## config.mk

```make
export PLATFORM = sky130hd
export DESIGN_NAME = rra_req_frontend_flat
export DESIGN_NICKNAME = d
export VERILOG_FILES = /design/src/rtl/rra_req_frontend_if.sv /design/src/rtl/rra_req_frontend.sv /design/src/flat_wrapper.sv
export SDC_FILE = /design/constraint.sdc
export NUM_CORES = 1
export LEC_CHECK = 0
export BUFFER_PORTS_ARGS = -buffer_cell sky130_fd_sc_hd__buf_2
export CAP_MARGIN = 10
export CORE_MARGIN = 2
export CORE_UTILIZATION = 50
export CTS_CLUSTER_DIAMETER = 120
export DETAILED_ROUTE_END_ITERATION = 8
export PLACE_DENSITY = 0.69
export SYNTH_ARGS = -nofsm -noshare
export SYNTH_HDL_FRONTEND = slang
export SYNTH_SLANG_ARGS = --single-unit
```

## constraint.sdc

```tcl
create_clock -name clk -period 2.95 [get_ports clk]
set_input_delay 0.4425 -clock clk [delete_from_list [all_inputs] [get_ports clk]]
set_output_delay 0.4425 -clock clk [all_outputs]
set_load 0.01 [all_outputs]
```

## src/rtl/rra_req_frontend_if.sv

```systemverilog
// Bus bundle between the rra request frontend and its environment: client write
// ports, arbiter req/gnt wires and the registered output port.
interface rra_req_frontend_if #(
  parameter int DATA_W = 8
);
  logic [3:0]          in_valid;
  logic [4*DATA_W-1:0] in_data;
  logic [3:0]          in_ready;
  logic                req0;
  logic                req1;
  logic                req2;
  logic                req3;
  logic                gnt0;
  logic                gnt1;
  logic                gnt2;
  logic                gnt3;
  logic                out_valid;
  logic [DATA_W-1:0]   out_data;
  logic [1:0]          out_id;
  logic                out_ready;
  logic                gnt_err;

  modport slave (
    input  in_valid, in_data, gnt0, gnt1, gnt2, gnt3, out_ready,
    output in_ready, req0, req1, req2, req3, out_valid, out_data, out_id, gnt_err
  );

  modport master (
    output in_valid, in_data, gnt0, gnt1, gnt2, gnt3, out_ready,
    input  in_ready, req0, req1, req2, req3, out_valid, out_data, out_id, gnt_err
  );
endinterface

```

## src/rtl/rra_req_frontend.sv

```systemverilog
// Four per-client FIFOs feeding one registered output port; requests come from
// FIFO occupancy and the arbiter's one-hot grant selects which FIFO pops.
module rra_req_frontend #(
  parameter  int DATA_W = 8,
  parameter  int DEPTH  = 4,
  localparam int CNT_W  = $clog2(DEPTH) + 1
) (
  input  logic              clk,
  input  logic              rst,
  rra_req_frontend_if.slave bus
);
  localparam int PTR_W = $clog2(DEPTH);

  logic [DATA_W-1:0] r_mem    [4][DEPTH];
  logic [PTR_W-1:0]  r_wr_ptr [4];
  logic [PTR_W-1:0]  r_rd_ptr [4];
  logic [CNT_W-1:0]  r_cnt    [4];

  logic              r_out_valid;
  logic [DATA_W-1:0] r_out_data;
  logic [1:0]        r_out_id;
  logic              r_gnt_err;

  logic [3:0]        w_gnt;
  logic              w_gnt_multi;
  logic              w_gnt_onehot;
  logic              w_pop_ok;
  logic [3:0]        w_nempty;
  logic [3:0]        w_nfull;
  logic [3:0]        w_push;
  logic [3:0]        w_pop;
  logic              w_pop_any;
  logic [1:0]        w_pop_id;
  logic [DATA_W-1:0] w_pop_data;

  // Full/empty come from registered counts only, so a pop never frees a slot
  // for a push in the same cycle and a push never bypasses to the output.
  always_comb begin
    w_gnt        = {bus.gnt3, bus.gnt2, bus.gnt1, bus.gnt0};
    w_gnt_multi  = |(w_gnt & (w_gnt - 4'd1));
    w_gnt_onehot = (w_gnt != 4'd0) && !w_gnt_multi;
    w_pop_ok     = !r_out_valid || bus.out_ready;
    w_nempty     = '0;
    w_nfull      = '0;
    w_push       = '0;
    w_pop        = '0;
    w_pop_id     = '0;
    w_pop_data   = '0;
    for (int k = 0; k < 4; k++) begin
      w_nempty[k] = (r_cnt[k] != '0);
      w_nfull[k]  = (r_cnt[k] != CNT_W'(DEPTH));
      w_push[k]   = bus.in_valid[k] & w_nfull[k];
      w_pop[k]    = w_gnt[k] & w_gnt_onehot & w_nempty[k] & w_pop_ok;
      if (w_pop[k]) begin
        w_pop_id   = 2'(k);
        w_pop_data = r_mem[k][r_rd_ptr[k]];
      end
    end
    w_pop_any = |w_pop;
  end

  always_ff @(posedge clk) begin
    for (int k = 0; k < 4; k++) begin
      if (w_push[k]) begin
        r_mem[k][r_wr_ptr[k]] <= bus.in_data[k*DATA_W +: DATA_W];
      end
    end
  end

  always_ff @(posedge clk or negedge rst) begin
    if (!rst) begin
      for (int k = 0; k < 4; k++) begin
        r_wr_ptr[k] <= '0;
        r_rd_ptr[k] <= '0;
        r_cnt[k]    <= '0;
      end
      r_out_valid <= 1'b0;
      r_out_data  <= '0;
      r_out_id    <= '0;
      r_gnt_err   <= 1'b0;
    end else begin
      for (int k = 0; k < 4; k++) begin
        if (w_push[k]) begin
          r_wr_ptr[k] <= r_wr_ptr[k] + PTR_W'(1);
        end
        if (w_pop[k]) begin
          r_rd_ptr[k] <= r_rd_ptr[k] + PTR_W'(1);
        end
        r_cnt[k] <= r_cnt[k] + CNT_W'(w_push[k]) - CNT_W'(w_pop[k]);
      end
      if (w_pop_any) begin
        r_out_valid <= 1'b1;
        r_out_data  <= w_pop_data;
        r_out_id    <= w_pop_id;
      end else if (bus.out_ready) begin
        r_out_valid <= 1'b0;
      end
      r_gnt_err <= w_gnt_multi;
    end
  end

  assign bus.in_ready  = w_nfull;
  assign bus.req0      = w_nempty[0];
  assign bus.req1      = w_nempty[1];
  assign bus.req2      = w_nempty[2];
  assign bus.req3      = w_nempty[3];
  assign bus.out_valid = r_out_valid;
  assign bus.out_data  = r_out_data;
  assign bus.out_id    = r_out_id;
  assign bus.gnt_err   = r_gnt_err;
endmodule
```

## src/flat_wrapper.sv

```systemverilog
// flat-port wrapper written by rule: the top's interface ports become plain ports
module rra_req_frontend_flat 
#(
  parameter  int DATA_W = 8,
  parameter  int DEPTH  = 4,
  localparam int CNT_W  = $clog2(DEPTH) + 1
)
  (clk, rst, bus_in_valid, bus_in_data, bus_gnt0, bus_gnt1, bus_gnt2, bus_gnt3, bus_out_ready, bus_in_ready, bus_req0, bus_req1, bus_req2, bus_req3, bus_out_valid, bus_out_data, bus_out_id, bus_gnt_err);
  rra_req_frontend_if #(.DATA_W(DATA_W)) bus_i ();
  input  logic clk;
  input  logic rst;
  input wire logic [$bits(bus_i.in_valid)-1:0] bus_in_valid;
  input wire logic [$bits(bus_i.in_data)-1:0] bus_in_data;
  input wire logic [$bits(bus_i.gnt0)-1:0] bus_gnt0;
  input wire logic [$bits(bus_i.gnt1)-1:0] bus_gnt1;
  input wire logic [$bits(bus_i.gnt2)-1:0] bus_gnt2;
  input wire logic [$bits(bus_i.gnt3)-1:0] bus_gnt3;
  input wire logic [$bits(bus_i.out_ready)-1:0] bus_out_ready;
  output wire logic [$bits(bus_i.in_ready)-1:0] bus_in_ready;
  output wire logic [$bits(bus_i.req0)-1:0] bus_req0;
  output wire logic [$bits(bus_i.req1)-1:0] bus_req1;
  output wire logic [$bits(bus_i.req2)-1:0] bus_req2;
  output wire logic [$bits(bus_i.req3)-1:0] bus_req3;
  output wire logic [$bits(bus_i.out_valid)-1:0] bus_out_valid;
  output wire logic [$bits(bus_i.out_data)-1:0] bus_out_data;
  output wire logic [$bits(bus_i.out_id)-1:0] bus_out_id;
  output wire logic [$bits(bus_i.gnt_err)-1:0] bus_gnt_err;
  assign bus_i.in_valid = bus_in_valid;
  assign bus_i.in_data = bus_in_data;
  assign bus_i.gnt0 = bus_gnt0;
  assign bus_i.gnt1 = bus_gnt1;
  assign bus_i.gnt2 = bus_gnt2;
  assign bus_i.gnt3 = bus_gnt3;
  assign bus_i.out_ready = bus_out_ready;
  assign bus_in_ready = bus_i.in_ready;
  assign bus_req0 = bus_i.req0;
  assign bus_req1 = bus_i.req1;
  assign bus_req2 = bus_i.req2;
  assign bus_req3 = bus_i.req3;
  assign bus_out_valid = bus_i.out_valid;
  assign bus_out_data = bus_i.out_data;
  assign bus_out_id = bus_i.out_id;
  assign bus_gnt_err = bus_i.gnt_err;
  rra_req_frontend #(.DATA_W(DATA_W), .DEPTH(DEPTH)) u_core (.clk(clk), .rst(rst), .bus(bus_i));
endmodule
```

* After elaboration in Yosys (flattened, before gate mapping) *
Memory sizes are Yosys's and may differ from the RTL's.
Cells that the tools add are included.

word-level totals
  register bits = 40
  memory bits (writable) = 128
  logic and storage cells = 128
  memories kept = 1

operators by class
  $add $sub $neg = 17
  magnitude comparators = 12
  equal/unequal tests = 4
  mux-type cells = 37
  bitwise operators = 25
  reductions and logical operators = 16

memories
  memory        words  bits a word  read ports  clocked after memory_dff  write ports  line                    RTL
  u_core.r_mem  4      32           4           0                         4            rra_req_frontend.sv:14  logic [DATA_W-1:0] r_mem [4][DEPTH];

operators with widths
  kind                 number
  $mux 32              4
  $mux 8               16
  $bmux 8 s2           4
  $demux 8 s2          4
  $ge 3x3->1 const B   8
  $not 2->3            8
  $add 2x1->2 const B  8
  $and 1x1->1          16
  $add 3x1->3          4
  $lt 3x1->1 const B   4
  $ne 3x3->1 const B   4
  $reduce_bool 3->1    4
  $sub 3x1->3          4
  $reduce_or 4->1      2
  $mux 1               7
  $logic_and 1x1->1    5
  $and 4x4->4          1
  $mux 2               2
  $reduce_bool 4->1    1
  $sub 4x1->4 const B  1
  $logic_not 1->1      2
  $reduce_bool 2->1    1
  $logic_or 1x1->1     1

* Longest topological paths before layout *
Gate-level depths: netlist (run 1).

  word-level depth = 12
  depth in mapped cells = 11
  depth with buffers taken out = 10

* Least setup slack after synthesis (run 1) *
Ideal clock, no wire load.

  path kind = in2reg
  start = input port bus_gnt2
  end = register u_core.r_cnt[8] (netlist name)
  arrival time = 2.341 ns
  path slack = 0.485 ns
  stages = 11
  cells stage by stage = nor3_1 and2_1 buf_2 o211a_1 ha_1 inv_1 ha_1 inv_1 fa_1 xnor2_1 xnor2_1

between the ends
  word-level cells in the longest chain between the ends = 9

RTL lines
  what                             line                    RTL
  from (decl)                      flat_wrapper.sv:16      input wire logic [$bits(bus_i.gnt2)-1:0] bus_gnt2;
  $sub 4x1->4                      rra_req_frontend.sv:40  w_gnt_multi = |(w_gnt & (w_gnt - 4'd1));
  $and 4x4->4                      rra_req_frontend.sv:40
  $reduce_or 4->1                  rra_req_frontend.sv:40
  $logic_not 1->1                  rra_req_frontend.sv:41  w_gnt_onehot = (w_gnt != 4'd0) && !w_gnt_multi;
  $logic_and 1x1->1 (*)            rra_req_frontend.sv:41
  $and 1x1->1 (*) (3 in series)    rra_req_frontend.sv:53  w_pop[k] = w_gnt[k] & w_gnt_onehot & w_nempty[k] & w_pop_ok;
  $sub 3x1->3 (*)                  rra_req_frontend.sv:89  r_cnt[k] <= r_cnt[k] + CNT_W'(w_push[k]) - CNT_W'(w_pop[k]);
  to (signal, indexed assignment)  rra_req_frontend.sv:89
  to (decl)                        rra_req_frontend.sv:17  logic [CNT_W-1:0] r_cnt [4];

Mark *: on every way between the ends. The rest lies on a longest branch, timed or not.
A chain may end at the register's enable or synchronous reset.

* Worst setup path after layout (run 1) *
  start = register u_core.r_cnt[7] (netlist name)
  end = register u_core.r_cnt[8] (netlist name)

between the ends
  word-level cells in the longest chain between the ends = 4

RTL lines
  what                                                    line
  $ne 3x3->1 / $reduce_bool 3->1 (equally long branches)  rra_req_frontend.sv:51, rra_req_frontend.sv:50
  $and 1x1->1 (on tied branches)                          rra_req_frontend.sv:52, rra_req_frontend.sv:53
  $add 3x1->3 / $and 1x1->1 (equally long branches)       rra_req_frontend.sv:89, rra_req_frontend.sv:53
  $sub 3x1->3 (*)                                         rra_req_frontend.sv:89

Marked as above.

==> results of run 1 <==
## cell type report
cell class,instances,area share
sequential,168,0.5972
multi-input combinational,185,0.2466
tap,180,0.02776
clock buffer,17,0.05244
clock inverter,15,0.02175
antenna,1,0.0003085
timing repair buffer,67,0.04287
inverter,24,0.01110
## registers in the layout, indices dropped and copies added (netlist names)
name and flops:
u_core.r_wr_ptr 8, u_core.r_cnt 12, u_core.r_mem 128, u_core.bus.gnt_err 1, u_core.bus.out_valid 1, u_core.bus.out_id 2, u_core.bus.out_data 8, u_core.r_rd_ptr 8
## critical path, stage by stage (launching register included)
cell and delay, ns:
dfrtp_1 0.44, o31a_1 0.44, o211a_1 0.24, ha_1 0.30
inv_1 0.06, ha_1 0.13, inv_1 0.05, fa_1 0.39
xnor2_1 0.19, xnor2_1 0.13
## placed cells by master, fill, tap and decap left out, drive strengths merged, types with 2 or more instances in the layout
master      n
edfxtp    128
buf        67
dfrtp      40
mux4       32
inv        26
ha         23
xnor2      18
clkbuf     17
and3       16
nor2       13
and2       13
a22oi       8
a21oi       8
a221o       8
nand2       6
clkinvlp    5
clkinv      5
xor2        4
o211a       4
o31a        4
mux2        4
fa          4
or3         4
o2111ai     3
bufinv      3
nand3       2
o211ai      2
## metrics by stage
| step | hold slack (ns) | instance area [µm²] | instances | utilization | setup slack, ns |
|---|---|---|---|---|---|
| after floorplan | 0.1469 | 7013 | 392 | - | 0.4855 |
| after global placement | 0.5052 | 7508 | 624 | 0.5451 | 0.3006 |
| after detailed placement | 0.5179 | 7508 | 624 | 0.5451 | 0.2373 |
| after CTS | 0.1610 | 8110 | 656 | 0.5888 | 0.4909 |
| after global routing | 0.2132 | 8110 | 656 | 0.5888 | 0.4020 |
| final | 0.1295 | 8113 | 657 | 0.5890 | 0.4987 |
## metal layers
layer	GRT usage	routed length, µm	part of all wire
met5	0	0	0
met4	0.07759	254	0.019
met1	0.2561	5653	0.43
met3	0.05762	790	0.059
met2	0.3142	6601	0.50
## where the power goes
part / internal [mW] / total [mW] / switching (mW)
clock: 1.33 / 2.22 / 0.895
combinational: 1.08 / 2.12 / 1.04
sequential: 3.23 / 3.79 / 0.561
## cell families after synthesis
group                      count (synthesis)  share of synthesized area
AOI/OAI and AO/OA                         41                    0.04942
xor gates and xnor gates                  22                    0.02747
adders and majority gates                 28                    0.05388
buffers and inverters                     39                    0.02391
DFF                                      168                     0.6908
muxes                                     36                     0.1092
and+or+nand+nor                           58                    0.04532
## final timing paths
path,end,slack (ns)
worst max register to register,u_core.r_cnt[8],0.50
max in group asynchronous,u_core.bus.out_id[1],2.24
worst max-delay path,u_core.r_cnt[8],0.50
min in group clk,u_core.r_mem[3][8],0.22
worst min-delay path,u_core.r_wr_ptr[1],0.13
worst min register to register,u_core.r_cnt[8],0.54
==> reports/qor.csv, run 1 <==
stage;metric;value;unit
timing;final setup TNS;0;ns
timing;Slew HR;0.3955;
timing;RSZ-0062 raised after global routing;no;
yosys;ys async rst share;0.2381;
clock_network;Max clock buf depth;2;
critical_path;critical path class;flop to flop;
yosys;#FFs+latches synth;168;
clock_network;Post-CTS Setup Repair Bufs;0;
yosys;Post-synth top cells;edfxtp_1 (128), dfrtp_1 (40), mux4_2 (32);
power;total power;8.129;mW
route;DRT iter0 DRCs;305;
floorplanning;core box area;13770;µm²
layout;layout cells sized above 1;0.2941;
critical_path;Critical Path Source Type;flop;
power;Leakage;3.107;nW
route;Final Routed Wirelength;13300;µm
layout;fin nets;533;
yosys;Synth Area per Inst;17.89;µm²
placed_design;number of buffer cells added on primary ports;62;
timing;highest clock rate;408.0;MHz
critical_path;Register-to-Register Path Depth;9;
global_route;initial antenna violation count;1;
power;Power Dens Cells;1002;nW/µm²
route;Via Count;3668;
route;router iterations before antenna repair;4;
timing;worst clock skew;0.01070;ns
timing;pins over their slew limit;0;
clock_network;insertion delay to the later sink of the worst-skew pair;0.43;ns
route;DR vias/cell;5.583;
global_route;largest net degree at the start of global routing;41;
layout;Area growth syn-to-layout;15.68;%
clock_network;CTS sink cnt;168;
clock_network;CTS Buf Count;17;
timing;Fin. Hold Viols;0;
route;Final ANT Viol Nets;0;
layout;area of the multi-input gates;2001;µm²
floorplanning;Initial Utilization;0.5092;
global_route;GRT Resource Usage Total;0.1968;
timing;Final setup viols;0;
clock_network;CTS tree;built;
global_route;vias in the first global route;3811;
yosys;largest area contributor in the netlist;edfxtp_1;
power;Worst IR Drop VDD;575.1;µV
clock_network;post-CTS resize count;0;
critical_path;Arr. time, crit path;2.80;ns
global_route;total grt overflow;0;
timing;period utilization;0.8309;
clock_network;Clock transition at path regs;0.07;ns
yosys;syn_nets;462;
yosys;Synth Cell Area;7013;µm²
yosys;Main synth FF type;edfxtp_1;
timing;Tmin final;2.451;ns
yosys;cell with the most instances after synthesis;edfxtp_1;
floorplanning;IO Pins;63;
floorplanning;Std-Cell Rows;43;
yosys;Warnings, synthesis;0;
layout;FF/Latch Area;4845;µm²
clock_network;Post-CTS Hold Buffers;0;
critical_path;crit path max fanout;11;
yosys;number of synthesized flops with an enable pin;128;
timing;pin slew with the least headroom to its limit;0.9068;ns
global_route;first-pass GRT wire length;20830;µm
route;DR WL/cell;20.24;µm
worst_hold_path;HP Class;primary input to asynchronous set/reset pin;
floorplanning;die height;122.4;µm
yosys;cells after synthesis;392;
critical_path;Setup crit start;u_core.r_cnt[7];
yosys;Yosys top cell area share;0.5481;
layout;fill count;1086;
clock_network;CTS root buf;clkbuf_16;
route;DRC viols;0;
job;max-cap violations;0;
critical_path;endpoint type of the worst setup path;flop;
placed_design;post-DP HPWL;9405;µm
yosys;count of cell types in the netlist;38;
critical_path;Crit path required time;3.30;ns
critical_path;worst r2r src;u_core.r_cnt[7];
floorplanning;die width;122.4;µm
clock_network;Max H-tree Level;4;
run_status;status;complete, no violations;
placed_design;GPL Wtd Cong;0.8138;
yosys;ranking of synthesized cells by area;edfxtp_1 (55%), dfrtp_1 (14%), mux4_2 (10%), ha_1 (4.1%), xnor2_1 (2.2%);
floorplanning;Die ar.;14990;µm²
yosys;Seq/Total Area, Yosys;0.6908;
No activity file was read; power rests on OpenSTA's default activity.
==> inputs of run 2 (changes only) <==
==> constraint.sdc (replaced) <==
create_clock -name clk -period 2.3 [get_ports clk]
set_input_delay 0.345 -clock clk [delete_from_list [all_inputs] [get_ports clk]]
set_output_delay 0.345 -clock clk [all_outputs]
set_load 0.01 [all_outputs]
==> reports/qor.csv, run 2 (synthesis gave the netlist of run 1 again) <==
stage;metric;value;unit;change
run_status;status;complete, no violations;;
timing;final setup margin;0.09393;ns;-0.4048 ns
layout;most frequent cells in the layout;edfxtp_1 (128), buf_2 (62), dfrtp_1 (40), mux4_2 (32), buf_4 (30);;
worst_hold_path;HP Class;primary input to flop;;
power;Power Dens Cells;1252;nW/µm²;+25%
floorplanning;Std-Cell Rows;43;;unchanged
critical_path;Critical Path Source Type;flop;;
route;DRT iter0 DRCs;285;;-6.6%
clock_network;insertion delay to the later sink of the worst-skew pair;0.42;ns;about the same
placed_design;dpl ws;-0.1542;ns;-0.3915 ns
global_route;GRT Resource Usage Total;0.1886;;-0.008196
route;Via Count;3697;;+0.79%
route;Final Routed Wirelength;13190;µm;-0.83%
layout;FF/Latch Area;4845;µm²;unchanged
layout;Area growth syn-to-layout;18.13;%;
global_route;initial antenna violation count;1;;unchanged
clock_network;CTS tree;built;;
layout;layout cells sized above 1;0.3181;;+0.02397
global_route;met2 Track Usage GR;0.3073;;-0.006944
global_route;first-pass GRT wire length;20180;µm;-3.1%
floorplanning;Initial Utilization;0.5092;;unchanged
power;Leakage;3.225;nW;+3.8%
clock_network;Max clock buf depth;2;;unchanged
floorplanning;core box area;13770;µm²;unchanged
critical_path;endpoint type of the worst setup path;flop;;
power;Net Sw Power;3.123;mW;+25%
route;router iterations before antenna repair;4;;unchanged
layout;fin nets;560;;+5.1%
floorplanning;die height;122.4;µm;unchanged
layout;fill count;1051;;-3.2%
floorplanning;die width;122.4;µm;unchanged
route;DRC viols;0;;unchanged
critical_path;CP max stage cell;dfrtp_1;;
floorplanning;Die ar.;14990;µm²;unchanged
job;max-cap violations;0;;unchanged
clock_network;Max H-tree Level;4;;unchanged
route;Final ANT Viol Nets;0;;unchanged
placed_design;post-DP HPWL;9562;µm;+1.7%
critical_path;crit path max fanout;4;;-7
global_route;total grt overflow;0;;unchanged
critical_path;Crit path required time;2.64;ns;-0.66 ns
power;clock network power share;0.252;;-0.022
power;Reg power frac;0.450;;-0.016
route;DR WL/cell;19.31;µm;-4.6%
timing;Final setup viols;0;;unchanged
power;Logic pwr share;0.298;;+0.037
power;Int Power;7.250;mW;+29%
clock_network;CTS root buf;clkbuf_16;;
critical_path;Arr. time, crit path;2.54;ns;-0.26 ns
placed_design;GPL Wtd Cong;0.9102;;+12%
timing;period utilization;0.9592;;+0.1282
power;Net Sw Frac;0.3010;;-0.006128
timing;Tmin final;2.206;ns;-0.2452 ns
timing;Slew HR;0.7014;;+0.3060
global_route;vias in the first global route;3758;;-1.4%
timing;RSZ-0062 raised after global routing;yes;;
layout;Layout Utilization;0.6015;;+0.01245
clock_network;CTS sink cnt;168;;unchanged
timing;pin slew with the least headroom to its limit;0.4479;ns;-0.4589 ns
critical_path;worst-path cell chain;o31a_1, o211a_1, ha_1, inv_1, ha_1, inv_1, fa_1, xnor2_1, xnor2_1;;
clock_network;Clock transition at path regs;0.06;ns;about the same
route;DR vias/cell;5.413;;-3.0%
power;total power;10.37;mW;+28%
critical_path;CP peak stage delay;0.42;ns;-0.02 ns
global_route;gr busiest metal;met2;;
timing;worst clock skew;0.007737;ns;-0.002968 ns
global_route;largest net degree at the start of global routing;20;;-51%
placed_design;number of buffer cells added on primary ports;62;;unchanged
timing;pins over their slew limit;0;;unchanged
global_route;M3 GR Usage;0.06599;;+0.008364
timing;highest clock rate;453.3;MHz;+11%
clock_network;CTS Buf Count;17;;unchanged
power;Worst IR Drop VDD;795.5;µV;+38%
layout;area of the multi-input gates;2016;µm²;+0.75%
timing;Fin. Hold Viols;0;;unchanged
global_route;met1 usage;0.2401;;-0.01593
layout;max reg flops;128;;unchanged
critical_path;critical path class;flop to flop;;
floorplanning;IO Pins;63;;unchanged
layout;n_diodes;0;;-1
layout;most common cell after layout, fill and taps aside;edfxtp_1;;
run 2: cell count changes in the layout (fill, tap and decap cells not counted), moves of 2 or more:
cell | before | now
clkinv_1 | 1 | 9
inv_6 | 2 | 0
clkinv_4 | 2 | 0
clkinvlp_4 | 5 | 2
buf_4 | 5 | 30
run 2: path summary, 6_finish.rpt:
kind	startpoint	endpoint	slack, ns	depth (start not counted)
setup / recovery	u_core.r_cnt[11]	u_core.r_cnt[11]	0.09	9
hold / removal	bus_in_data[2]	u_core.r_mem[0][2]	0.14	1
setup reg to reg	u_core.r_cnt[11]	u_core.r_cnt[11]	0.09	9
hold reg to reg	u_core.bus.out_id[0]	u_core.bus.out_id[0]	0.51	1
max in group asynchronous	rst	u_core.r_rd_ptr[4]	1.42	3
min in group asynchronous	rst	u_core.bus.out_data[0]	0.33	2
run 2: area by class of cell:
class,count,area share
Clock buffer,18,0.05180
Clock inverter,14,0.01374
Inverter,24,0.01087
Multi-Input combinational cell,185,0.2433
Sequential cell,168,0.5848
Tap cell,180,0.02719
Timing Repair Buffer,94,0.06827
run 2: critical path: cells and delay by family, from the launching register on:
kind	cells	cell delay (ns)
compound gates	2	0.50
xor+xnor	2	0.32
fa+ha+maj	3	0.79
buf+inv	2	0.10
flops	1	0.42
run 2: stage by stage:
stage	setup TNS [ns]	cells	hold WS [ns]	area, µm²
6_report	0	683	0.1434	8284
2_1_floorplan	-0.01242	392	0.04941	7023
5_1_grt	-0.01457	683	0.1273	8284
3_3_place_gp	-0.2328	649	0.2458	7716
3_5_place_dp	-0.4764	649	0.2434	7716
4_1_cts	0	682	0.1285	8269
run 2: layer usage:
| layer | vias up | share of wire |
|---|---|---|
| met5 | - | 0.00083 |
| met4 | 2 | 0.011 |
| met3 | 12 | 0.062 |
| met2 | 89 | 0.51 |
| met1 | 1879 | 0.42 |
| li1 | 1715 | - |
run 2: power by group through the flow:
| stage | clock network [mW] | logic (mW) | registers [mW] |
|---|---|---|---|
| final | 2.61 | 3.09 | 4.66 |
| after global routing | 2.77 | 3.42 | 4.76 |
| after CTS | 2.66 | 3.12 | 4.67 |
| after detailed placement | 0 | 3.12 | 4.72 |
| after global placement | 0 | 3.02 | 4.67 |
| after floorplan | 0 | 2.19 | 4.51 |
run 2: what timing repair did:
action,in CTS,in global routing
setup buffers,0,1
setup endpoints to repair,0,2
gates resized for setup,0,1
endpoints found under the hold margin,11,0
hold buffers,1,0
==> inputs of run 3 (changes only) <==
==> constraint.sdc (replaced) <==
create_clock -name clk -period 2.3 [get_ports clk]
set_input_delay 0 -clock clk [delete_from_list [all_inputs] [get_ports clk]]
set_output_delay 0 -clock clk [all_outputs]
set_load 0.01 [all_outputs]
==> reports/qor.csv, run 3 (synthesis gave the netlist of run 1 again) <==
stage;metric;value;unit;change
route;router iterations before antenna repair;4;;unchanged
floorplanning;die width;122.4;µm;unchanged
critical_path;worst r2r src;u_core.r_cnt[11];;
timing;Slew HR;0.3564;;-0.3450
critical_path;Worst R2R End;u_core.r_cnt[11];;
timing;pins over their slew limit;0;;unchanged
critical_path;Critical Path Source Type;flop;;
power;Leakage;3.341;nW;+3.6%
critical_path;Critical Path End;u_core.r_cnt[11];;
clock_network;Clock transition at path regs;0.06;ns;about the same
critical_path;Crit path required time;2.64;ns;about the same
clock_network;CTS root buf;clkbuf_16;;
floorplanning;Initial Utilization;0.5092;;unchanged
power;Worst IR Drop VDD;623.9;µV;-22%
global_route;total grt overflow;0;;unchanged
worst_hold_path;hold path depth;3;;+2
worst_hold_path;HP Class;primary input to flop;;
route;DR WL/cell;19.08;µm;-1.2%
critical_path;Arr. time, crit path;2.55;ns;about the same
clock_network;CTS sink cnt;168;;unchanged
clock_network;CTS Buf Count;17;;unchanged
timing;worst clock skew;0.007424;ns;-0.0003126 ns
timing;Tmin final;2.209;ns;+0.002515 ns
route;Via Count;3832;;+3.7%
floorplanning;core box area;13770;µm²;unchanged
layout;fin nets;586;;+4.6%
clock_network;post-CTS resize count;0;;unchanged
clock_network;CTS tree;built;;
timing;Final setup viols;0;;unchanged
job;max-cap violations;0;;unchanged
clock_network;Max H-tree Level;4;;unchanged
critical_path;crit path max fanout;3;;-1
route;DR vias/cell;5.405;;-0.15%
critical_path;CP peak stage delay;0.38;ns;-0.04 ns
global_route;largest net degree at the start of global routing;41;;+110%
layout;Area growth syn-to-layout;22.43;%;
global_route;vias in the first global route;3869;;+3.0%
global_route;GRT Resource Usage Total;0.1967;;+0.008116
route;Final Routed Wirelength;13530;µm;+2.6%
timing;pin slew with the least headroom to its limit;0.9654;ns;+0.5175 ns
critical_path;crit-path leading delay family;adder cells;;
critical_path;R2R setup slack;0.09;ns;about the same
critical_path;endpoint type of the worst setup path;flop;;
placed_design;placed cell areas;7646;µm²;-0.91%
run_status;status;complete, no violations;;
layout;most common cell after layout, fill and taps aside;edfxtp_1;;
layout;most frequent cells in the layout;edfxtp_1 (128), buf_2 (62), dfrtp_1 (40), dlygate4sd3_1 (34), mux4_2 (32);;
layout;max reg flops;128;;unchanged
critical_path;worst-path cell chain;o31a_1, o211a_1, ha_1, inv_1, ha_1, inv_1, fa_1, xnor2_1, xnor2_1;;
critical_path;CP max stage cell;dfrtp_1;;
layout;n_diodes;0;;unchanged
critical_path;Setup crit start;u_core.r_cnt[11];;
global_route;initial antenna violation count;0;;-1
timing;Fin. Hold Viols;0;;unchanged
placed_design;GPL Wtd Cong;0.7863;;-14%
timing;highest clock rate;452.8;MHz;-0.11%
critical_path;Bufs and invs on worst path;2;;unchanged
timing;RSZ-0062 raised after global routing;yes;;
route;Final ANT Viol Nets;0;;unchanged
clock_network;insertion delay to the later sink of the worst-skew pair;0.43;ns;about the same
clock_network;Max clock buf depth;2;;unchanged
floorplanning;Die ar.;14990;µm²;unchanged
layout;layout cells sized above 1;0.2854;;-0.03265
timing;period utilization;0.9603;;+0.001093
placed_design;number of buffer cells added on primary ports;62;;unchanged
global_route;first-pass GRT wire length;20940;µm;+3.8%
critical_path;critical path class;flop to flop;;
floorplanning;Std-Cell Rows;43;;unchanged
floorplanning;IO Pins;63;;unchanged
route;DRT iter0 DRCs;278;;-2.5%
power;Power Dens Cells;1234;nW/µm²;-1.5%
layout;design area;8586;µm²;+3.6%
critical_path;Register-to-Register Path Depth;9;;unchanged
floorplanning;die height;122.4;µm;unchanged
route;DRC viols;0;;unchanged
placed_design;post-DP HPWL;9462;µm;-1.1%
critical_path;Levels on crit path;9;;unchanged
power;total power;10.59;mW;+2.1%
[run 3: final cells by class]
cell class                 instances  area [µm²]
clock buffer                      20       436.7
clock inverter                    12       132.6
fill                            1033        5187
inverter                          24       90.09
multi-input combinational        185        2001
sequential                       168        4845
tap                              180       225.2
timing repair buffer             120       855.8
[run 3: stage by stage]
stage / setup slack (ns) / hold slack, ns / utilization / instances / setup TNS, ns
after CTS: 0.03175 / 0.01925 / 0.6212 / 705 / 0
after floorplan: -0.007271 / -0.2956 / - / 392 / -0.007271
final: 0.09141 / 0.03500 / 0.6234 / 709 / 0
after global routing: -0.009382 / 0.05760 / 0.6234 / 709 / -0.009382
after detailed placement: 0.06253 / 0.2077 / 0.5551 / 639 / 0
after global placement: 0.1015 / 0.1952 / 0.5551 / 639 / 0
[run 3: worst min path at each step]
stage | startpoint | to | slack, ns
final | bus_in_valid[3] | u_core.r_wr_ptr[0] | 0.03
after global routing | bus_in_valid[3] | u_core.r_wr_ptr[0] | 0.06
after CTS | bus_in_valid[3] | u_core.r_wr_ptr[0] | 0.02
after detailed placement | rst | u_core.r_wr_ptr[1] | 0.21
after global placement | rst | u_core.r_wr_ptr[1] | 0.20
after floorplan | rst | u_core.bus.gnt_err | -0.30
[run 3: routing by layer]
| metal | vias to the layer above | GRT usage | routed length [µm] | part of all wire |
|---|---|---|---|---|
| li1 | 1759 | - | - | - |
| met1 | 1955 | 0.2628 | 5891 | 0.44 |
| met2 | 101 | 0.3139 | 6703 | 0.50 |
| met3 | 17 | 0.05112 | 710 | 0.052 |
| met4 | 0 | 0.07256 | 226 | 0.017 |
| met5 | - | 0 | 0 | 0 |
[run 3: power by group]
group | switching [mW] | internal (mW)
registers | 0.490 | 4.14
logic | 1.59 | 1.61
clock network | 1.08 | 1.68
[run 3: what timing repair did]
item	4_1_cts	5_1_grt
setup buffers	0	4
hold buffers	34	0
endpoints found under the setup margin	0	2
hold endpoints to repair	169	0
[run 3: worst reg2reg max path: stages (launching register included)]
cell and delay (ns):
dfrtp_1 0.38, o31a_1 0.32, o211a_1 0.18, ha_1 0.31, inv_1 0.06, ha_1 0.13, inv_1 0.04, fa_1 0.37
xnor2_1 0.20, xnor2_1 0.14
